===== src/rtl/mult_div_unit.sv =====
// Iterative HI/LO multiply/divide unit: shift-add multiply, restoring divide, one step per cycle.
// MULT/DIV results land WIDTH+1 edges after accept with a done pulse; MTHI/MTLO write in one edge.
module mult_div_unit #(
    parameter int WIDTH = 32
) (
    input  logic             clk,
    input  logic             reset,
    input  logic             start,
    input  logic [2:0]       op,
    input  logic [WIDTH-1:0] rs_data,
    input  logic [WIDTH-1:0] rt_data,
    output logic             busy,
    output logic             done,
    output logic [WIDTH-1:0] hi,
    output logic [WIDTH-1:0] lo
);

    localparam int CNT_W = $clog2(WIDTH + 1);
    localparam logic [CNT_W-1:0] LAST_STEP = CNT_W'(WIDTH - 1);

    typedef enum logic [1:0] {
        S_IDLE,
        S_RUN,
        S_FINISH
    } state_t;

    state_t             state_q, state_d;
    logic [CNT_W-1:0]   count_q, count_d;
    logic [2*WIDTH:0]   acc_q, acc_d;
    logic [WIDTH-1:0]   b_q, b_d;
    logic               is_div_q, is_div_d;
    logic               neg_q, neg_d;
    logic               rem_neg_q, rem_neg_d;
    logic               div0_q, div0_d;
    logic [WIDTH-1:0]   hi_q, hi_d;
    logic [WIDTH-1:0]   lo_q, lo_d;
    logic               busy_q, busy_d;
    logic               done_q, done_d;

    // Operand conditioning: signed ops work on magnitudes, sign fixed up at the end.
    logic               signed_op;
    logic               sign_a, sign_b;
    logic [WIDTH-1:0]   mag_a, mag_b;

    assign signed_op = ~op[0];
    assign sign_a    = signed_op & rs_data[WIDTH-1];
    assign sign_b    = signed_op & rt_data[WIDTH-1];
    assign mag_a     = sign_a ? -rs_data : rs_data;
    assign mag_b     = sign_b ? -rt_data : rt_data;

    // acc holds {upper partial (WIDTH+1), lower WIDTH}: product bits for mult,
    // {remainder, dividend/quotient} for div.
    logic [WIDTH:0]     mul_sum;
    logic [WIDTH:0]     rem_sh;
    logic [WIDTH+1:0]   diff;
    logic [2*WIDTH-1:0] prod;
    logic [2*WIDTH-1:0] prod_fix;
    logic [WIDTH-1:0]   quo;
    logic [WIDTH-1:0]   rem;

    assign mul_sum  = acc_q[2*WIDTH:WIDTH] + {1'b0, (acc_q[0] ? b_q : {WIDTH{1'b0}})};
    assign rem_sh   = acc_q[2*WIDTH-1:WIDTH-1];
    assign diff     = {1'b0, rem_sh} - {2'b00, b_q};
    assign prod     = acc_q[2*WIDTH-1:0];
    assign prod_fix = neg_q ? -prod : prod;
    assign quo      = acc_q[WIDTH-1:0];
    assign rem      = acc_q[2*WIDTH-1:WIDTH];

    always_comb begin
        state_d   = state_q;
        count_d   = count_q;
        acc_d     = acc_q;
        b_d       = b_q;
        is_div_d  = is_div_q;
        neg_d     = neg_q;
        rem_neg_d = rem_neg_q;
        div0_d    = div0_q;
        hi_d      = hi_q;
        lo_d      = lo_q;
        busy_d    = (state_q == S_RUN);
        done_d    = (state_q == S_FINISH);

        case (state_q)
            S_IDLE: begin
                if (start) begin
                    case (op)
                        3'b000, 3'b001, 3'b010, 3'b011: begin
                            acc_d     = {{(WIDTH+1){1'b0}}, mag_a};
                            b_d       = mag_b;
                            count_d   = '0;
                            is_div_d  = op[1];
                            neg_d     = sign_a ^ sign_b;
                            rem_neg_d = sign_a;
                            div0_d    = op[1] & (rt_data == '0);
                            state_d   = S_RUN;
                        end
                        3'b100:  hi_d = rs_data;
                        3'b101:  lo_d = rs_data;
                        default: ;
                    endcase
                end
            end
            S_RUN: begin
                if (is_div_q) begin
                    // Restoring step: keep the subtraction only when it did not borrow.
                    acc_d = diff[WIDTH+1] ? {rem_sh, acc_q[WIDTH-2:0], 1'b0}
                                          : {diff[WIDTH:0], acc_q[WIDTH-2:0], 1'b1};
                end else begin
                    acc_d = {1'b0, mul_sum, acc_q[WIDTH-1:1]};
                end
                count_d = count_q + CNT_W'(1);
                if (count_q == LAST_STEP) begin
                    state_d = S_FINISH;
                end
            end
            S_FINISH: begin
                if (is_div_q) begin
                    // A zero divisor leaves rem == |rs|; restoring rs's sign yields rs itself.
                    lo_d = div0_q ? {WIDTH{1'b1}} : (neg_q ? -quo : quo);
                    hi_d = rem_neg_q ? -rem : rem;
                end else begin
                    hi_d = prod_fix[2*WIDTH-1:WIDTH];
                    lo_d = prod_fix[WIDTH-1:0];
                end
                state_d = S_IDLE;
            end
            default: state_d = S_IDLE;
        endcase
    end

    always_ff @(posedge clk) begin
        if (reset) begin
            state_q   <= S_IDLE;
            count_q   <= '0;
            acc_q     <= '0;
            b_q       <= '0;
            is_div_q  <= 1'b0;
            neg_q     <= 1'b0;
            rem_neg_q <= 1'b0;
            div0_q    <= 1'b0;
            hi_q      <= '0;
            lo_q      <= '0;
            busy_q    <= 1'b0;
            done_q    <= 1'b0;
        end else begin
            state_q   <= state_d;
            count_q   <= count_d;
            acc_q     <= acc_d;
            b_q       <= b_d;
            is_div_q  <= is_div_d;
            neg_q     <= neg_d;
            rem_neg_q <= rem_neg_d;
            div0_q    <= div0_d;
            hi_q      <= hi_d;
            lo_q      <= lo_d;
            busy_q    <= busy_d;
            done_q    <= done_d;
        end
    end

    assign busy = busy_q;
    assign done = done_q;
    assign hi   = hi_q;
    assign lo   = lo_q;

endmodule

===== config.mk =====
export PLATFORM = sky130hd
export DESIGN_NAME = mult_div_unit
export DESIGN_NICKNAME = d
export VERILOG_FILES = /design/src/rtl/mult_div_unit.sv
export SDC_FILE = /design/constraint.sdc
export NUM_CORES = 1
export LEC_CHECK = 0
export CAP_MARGIN = 5
export CORE_UTILIZATION = 55
export CTS_CLUSTER_DIAMETER = 40
export DETAILED_ROUTE_END_ITERATION = 7
export GPL_ROUTABILITY_DRIVEN = 0
export PLACE_DENSITY = 0.82
export SETUP_SLACK_MARGIN = 0.3
export SLEW_MARGIN = 20
export SYNTH_ARGS = -nofsm -noshare
export SYNTH_HDL_FRONTEND = slang
export SYNTH_SLANG_ARGS = --single-unit
export TNS_END_PERCENT = 50

===== constraint.sdc =====
create_clock -name clk -period 3.8 [get_ports clk]
set_input_delay 1.14 -clock clk [delete_from_list [all_inputs] [get_ports clk]]
set_output_delay 1.14 -clock clk [all_outputs]
set_load 0.005 [all_outputs]

# [Yosys cells after proc, flatten, opt, wreduce, memory -nomap -nowiden]
# Index checks and enable logic that the tools add are counted.
[op_classes] n_eq_ne=13 add_sub_neg=8 n_reduce_logical=11 bitwise=5 muxes=27
[ops] op="$mux W32" n=12
[ops] op="$mux W65" n=4
[ops] op="$pmux W65 S2" n=1
[ops] op="$neg A32 Y32" n=4
[ops] op="$pmux W32 S2" n=2
[ops] op="$mux W64" n=1
[ops] op="$neg A64 Y64" n=1
[ops] op="$sub A33 B32 Y34" n=1
[ops] op="$add A33 B32 Y33" n=1
[ops] op="$logic_not A32 Y1" n=1
[ops] op="$reduce_and A3 Y1" n=5
[ops] op="$mux W6" n=2
[ops] op="$pmux W6 S2" n=1
[ops] op="$ne A2 B1 Y1 const B" n=4
[ops] op="$add A6 B1 Y6 const B" n=1
[ops] op="$eq A3 B2 Y1 const B" n=2
[ops] op="$eq A3 B3 Y1 const B" n=2
[ops] op="$eq A6 B5 Y1 const B" n=1
[ops] op="$mux W2" n=3
[ops] op="$pmux W2 S2" n=1
[ops] op="$reduce_bool A2 Y1" n=2
[ops] op="$reduce_or A4 Y1" n=1
[ops] op="$and A1 B1 Y1" n=3
[ops] op="$eq A3 B1 Y1 const B" n=1
[ops] op="7 further kinds" n=7
[totals] register_bits=175 out_inout_bits=66 elab_cells=76 in_bits=70

# [Logic depth before layout (Yosys ltp)]
[depth] word_depth=6 mapped_depth=15 mapped_depth_nobuf=14

# [Least setup slack after synthesis]
# No wires, ideal clock.
[synth_timing] path_kind="input port to flip-flop" startpoint="input port rs_data[2]" endpoint="register acc_q[31]" setup_slack_ns=0.248 t_arrival_ns=3.457 n_path_buf=1 required_ns=3.705 path_stages=10 setup_time_ns=0.095 path_cell_list="clkbuf_1 nor4_1 nand2_1 nor4_2 nand3b_1 or4_1 or4_1 nor3_1 o211ai_1 a221oi_1"
[synth_between] elab_chain_cells=5
[synth_lines] item="start, declared" line="10" text="input logic [WIDTH-1:0] rs_data,"
[synth_lines] item="$neg A32 Y32" line="48" text="assign mag_a = sign_a ? -rs_data : rs_data;"
[synth_lines] item="$mux W32" line="48"
[synth_lines] item="$mux W65" line="86" text="case (op)"
[synth_lines] item="$mux W65" line="85" text="if (start) begin"
[synth_lines] item="$pmux W65 S2" line="83" text="case (state_q)"
[synth_lines] item="end signal, assigned" line="135" text="acc_q <= '0;"
[synth_lines] item="end signal, assigned" line="148" text="acc_q <= acc_d;"
[synth_lines] item="end, declared" line="29" text="logic [2*WIDTH:0] acc_q, acc_d;"
# No other way between the ends. The select of a mux whose other input is x is not followed.
# A chain may end at the register's enable or synchronous reset.

# [Worst setup path in the final report]
[layout_timing] startpoint="input port rs_data[4]" endpoint="register acc_q[31]"
# The elaborated chain is that of the path after synthesis.

==> flow_results.org <==
** Synth
- Warnings, synthesis :: 0
- Fraction of registers with async set/reset :: 0
- Sequential fraction of the synthesis area :: 0.2542
- Post-Syn Area :: 13780 um2
- The number of nets in the synthesized netlist is 2009.
- Synthesized flop and latch total :: 175
- Counting every instance in the synthesized netlist gives 1868.
- The synthesized design contains 0 enable-type register cells.
- Unique cell type count in the Yosys netlist :: 78
- Dominant synthesized flop cell :: dfxtp_1
- Dividing the synthesized area by the synthesized cell count gives 7.379 um2.

** Power and ir drop
- For this design the static power due to leakage is 6.612 nW.
- Of the total power, registers draw 0.394.
- Total power per unit cell area :: 304.3 nW/um2
- Relative contribution of the clock network to total power :: 0.352
- Proportion of total power due to net switching :: 0.3295
- The worst-case IR drop observed on VDD is 0.2200 mV.
- Gate power share :: 0.253
- Cell internal power was estimated by the tool at 3.432 mW.
- Sw Pwr :: 1.687 mW

** Cells and area
- Storage cell area :: 3506 um2
- Compared with the post-synthesis result, the final layout area differs by 22.04%.
- Post-route cell area :: 16820 um2
- Number of diodes added for antenna fixing :: 0
- Number of fill cells in the layout :: 1900
- In the final layout, the multi-input gates occupy 9784 um2.
- In the final layout, the share of cells above drive strength 1 is 0.1067.
- Number of nets in the final layout :: 2162

** Drt
- Detailed-routing iteration count for the pre-antenna-repair pass :: 8
- In this run, the number of DRC markers left after iteration 0 of detailed routing was 1924.
- Detail-routed via count per cell :: 6.578
- Drt wl/cell :: 20.57 um
- Total via count in the routed design :: 15510
- Count of antenna-violating nets left after detailed routing :: 0
- Wirelength, routed :: 48480 um
- DR DRC count :: 7

** Floorplan
- The core region is 24460 um2.
- For this configuration, the core starts out at a cell density of 0.5634.
- In this run the vertical extent of the chip is 160.3 um.
- Cell row count :: 57
- The die covers 25700 um2.
- Top-Level Pins :: 136
- The die is 160.3 um wide.

** Clocking
- Number of buffers created by CTS :: 17
- # clock sinks :: 175
- Cell at the root of the clock tree :: clkbuf_16
- TritonCTS built the clock tree.
- Maximum level of the CTS H-tree :: 4
- The clock passes through at most 2 buffers.
- Register clock-pin slew on the reported worst setup and hold paths :: 80 ps
- At the later pin of the worst-skew pair, clock insertion delay measures 440 ps.

** Global route
- The number of antenna violations at the first check in global routing is 0.
- All-layer global routing usage :: 0.3674
- The total overflow left after global routing is 0.
- First-pass GRT wire length :: 75760 um
- Pin count of the biggest net entering global routing :: 95
- Vias in the first global route :: 14290

** Timing
- Measured slew at the worst slew-check pin :: 1033 ps
- Final worst path period need :: 3457 ps
- Clock Skews :: 17.27 ps
- Max Slew Vio Count :: 0
- For this run, the top clock speed supported by timing is 289.2 MHz.
- Across all hold checks on the routed design, the worst slack comes to 449.9 ps.
- Setup violations remaining at the end of the flow were counted as 0.
- Dividing the final minimum period by the clock period gives 0.9099.
- Total Neg Setup Slack :: 0 ps
- Rel. slew slack :: 0.3113
- Setup repair after global routing could not meet its margin everywhere.
- Hold Vio Cnt, Final :: 0

** Setup path
- STA classifies the critical path endpoint as a flop.
- For the worst setup path, the data required time is 4160 ps.
- Counting both buffers and inverters, the worst setup path holds a total of 1.
- Critical-path cell list :: clkdlybuf4s50_1 > nor4_4 > nand2_2 > nor4_4 > nand3b_1 > or4_4 > or4_4 > nor3_2 > o211ai_1 > a221oi_2
- In this run the number of cells on the critical path is 10.
- Along the worst path, the maximum fanout reaches 3.
- Crit path DAT :: 3820 ps
- Type of origin of the critical path :: input pin
- Library cell contributing the largest single delay on the critical path :: or4_4
- Critical Setup Path Class :: input pin to flop
- For this run, the slowest stage of the critical path takes 470 ps.
- Measured in cells, the most critical reg-to-reg path has a length of 9.
- Cell family with most CP delay :: simple AND/OR/NAND/NOR gates

** Placed design
- Count of input and output buffers :: 135
- Total cell area at the placement stage :: 16000 um2
- After legalization and detailed placement, the total HPWL measured 35340 um.

** Hold path
- Number of cells on the worst hold path :: 2
- Worst min path class :: flop to flop

** Outcome
- The run finished, with violations left.
- The final reports fail on DRC.

** Job
- Count of max-cap constraint violations :: 0
-- cell usage after synthesis, types with 5 or more instances --
master | count | area (um2)
a21oi_1 | 194 | 970.9
a21o_1 | 35 | 262.8
buf_2 | 6 | 30.03
o31a_1 | 6 | 52.55
nand2b_1 | 18 | 112.6
nand4_1 | 9 | 56.30
clkbuf_1 | 102 | 382.9
o21bai_1 | 8 | 60.06
or2_2 | 6 | 37.54
nand3_1 | 13 | 65.06
o211ai_1 | 15 | 112.6
o221ai_1 | 22 | 192.7
o41ai_1 | 10 | 87.58
and3_1 | 19 | 118.9
mux2i_1 | 33 | 330.3
mux2_2 | 6 | 67.56
nor2_1 | 237 | 889.6
nor3_1 | 38 | 190.2
a22oi_1 | 21 | 157.7
ha_1 | 69 | 863.3
or4_1 | 15 | 112.6
a211oi_1 | 54 | 405.4
nor2b_1 | 13 | 81.33
o21ai_1 | 5 | 25.02
or3_1 | 17 | 106.4
a221oi_1 | 10 | 87.58
xnor2_1 | 79 | 691.9
a31oi_1 | 19 | 118.9
xor2_1 | 82 | 718.2
nor4_1 | 19 | 118.9
dfxtp_1 | 175 | 3503
a2111oi_0 | 11 | 96.34
and2_1 | 7 | 43.79
inv_1 | 63 | 236.5
nand3b_1 | 8 | 60.06
o21ai_0 | 124 | 620.6
buf_1 | 12 | 45.04
nand2_1 | 182 | 683.2
o31ai_1 | 23 | 172.7
a311oi_1 | 21 | 183.9
-- power by group through the flow --
| stage | Clock (mW) | Combinational (mW) | Sequential (mW) |
|---|---|---|---|
| after floorplan | 0 | 0.809 | 2.02 |
| after global placement | 0 | 1.19 | 2.05 |
| after detailed placement | 0 | 1.22 | 2.05 |
| after CTS | 1.81 | 1.24 | 2.01 |
| after global routing | 1.88 | 1.39 | 2.03 |
| final | 1.80 | 1.30 | 2.02 |
-- final timing paths --
kind | startpoint | end | slack (ps)
setup / recovery | rs_data[4] | acc_q[31]$_SDFFE_PP0P_ | 340
hold / removal | lo[25]$_SDFFE_PP0P_ | lo[25]$_SDFFE_PP0P_ | 450
setup reg to reg | acc_q[12]$_SDFFE_PP0P_ | hi[22]$_SDFFE_PP0P_ | 410
hold reg to reg | lo[25]$_SDFFE_PP0P_ | lo[25]$_SDFFE_PP0P_ | 450
-- final cells by class --
class / count / share of cell area
Clock inverter: 12 / 0.008628
Sequential cell: 175 / 0.2084
Clock buffer: 19 / 0.02574
Timing Repair Buffer: 256 / 0.1374
Multi-Input combinational cell: 1508 / 0.5817
Inverter: 63 / 0.01406
Tap cell: 324 / 0.02410
-- layout by cell type, fill, tap and decap left out, types with 52 or more instances in the layout --
| master | n |
|---|---|
| xnor2_1 | 79 |
| o21ai_0 | 123 |
| a21oi_1 | 188 |
| a211oi_1 | 52 |
| dfxtp_1 | 173 |
| xor2_1 | 82 |
| ha_1 | 68 |
| nand2_1 | 180 |
| nor2_1 | 234 |
| buf_4 | 117 |
| clkdlybuf4s50_1 | 131 |
| inv_1 | 62 |
-- state kept, by name (all words and copies together) (netlist names) --
| signal | cells |
|---|---|
| acc_q | 65 |
| lo | 32 |
| done | 1 |
| state_q | 2 |
| b_q | 32 |
| rem_neg_q | 1 |
| count_q | 6 |
| is_div_q | 1 |
| busy | 1 |
| div0_q | 1 |
| hi | 32 |
| neg_q | 1 |
-- kinds of logic after synthesis --
kind of cell    synth area share
simple gates              0.2097
compound gates            0.2874
flops                     0.2542
xor+xnor                  0.1023
mux                      0.02887
fa+ha+maj                0.06554
buf+inv                  0.05202
-- metrics by stage --
step,utilization,cells,worst slack [ps],power (mW)
3_3_place_gp,0.6542,2318,-224.5,3.244
6_report,0.6876,2357,342.5,5.118
4_1_cts,0.6809,2353,215.7,5.056
5_1_grt,0.6876,2357,234.0,5.302
2_1_floorplan,-,1868,314.1,2.825
3_5_place_dp,0.6542,2318,-310.6,3.276
-- what timing repair did --
action / 4_1_cts / 5_1_grt
gates resized for setup: 14 / 30
pin swaps: 3 / 8
endpoints found under the setup margin: 13 / 63
setup buffers: 4 / 4
hold buffers: 0 / 0
-- worst register-to-register path, stage by stage (launching register included) --
cell and delay [ps]:
dfxtp_1 400, or4_4 590, or4_4 480, nor4_4 490
a31oi_4 240, nor3_4 310, mux2i_1 130, a2111oi_1 470
a21oi_1 70, nor2_1 110
-- per-layer routing --
metal | wire, um | GRT usage | share of wire
met1 | 18500 | 0.4615 | 0.38
met2 | 21710 | 0.5895 | 0.45
met3 | 5309 | 0.06276 | 0.11
met4 | 2957 | 0.2225 | 0.061
met5 | 0 | 0 | 0
(Power assumes the default switching activity.)
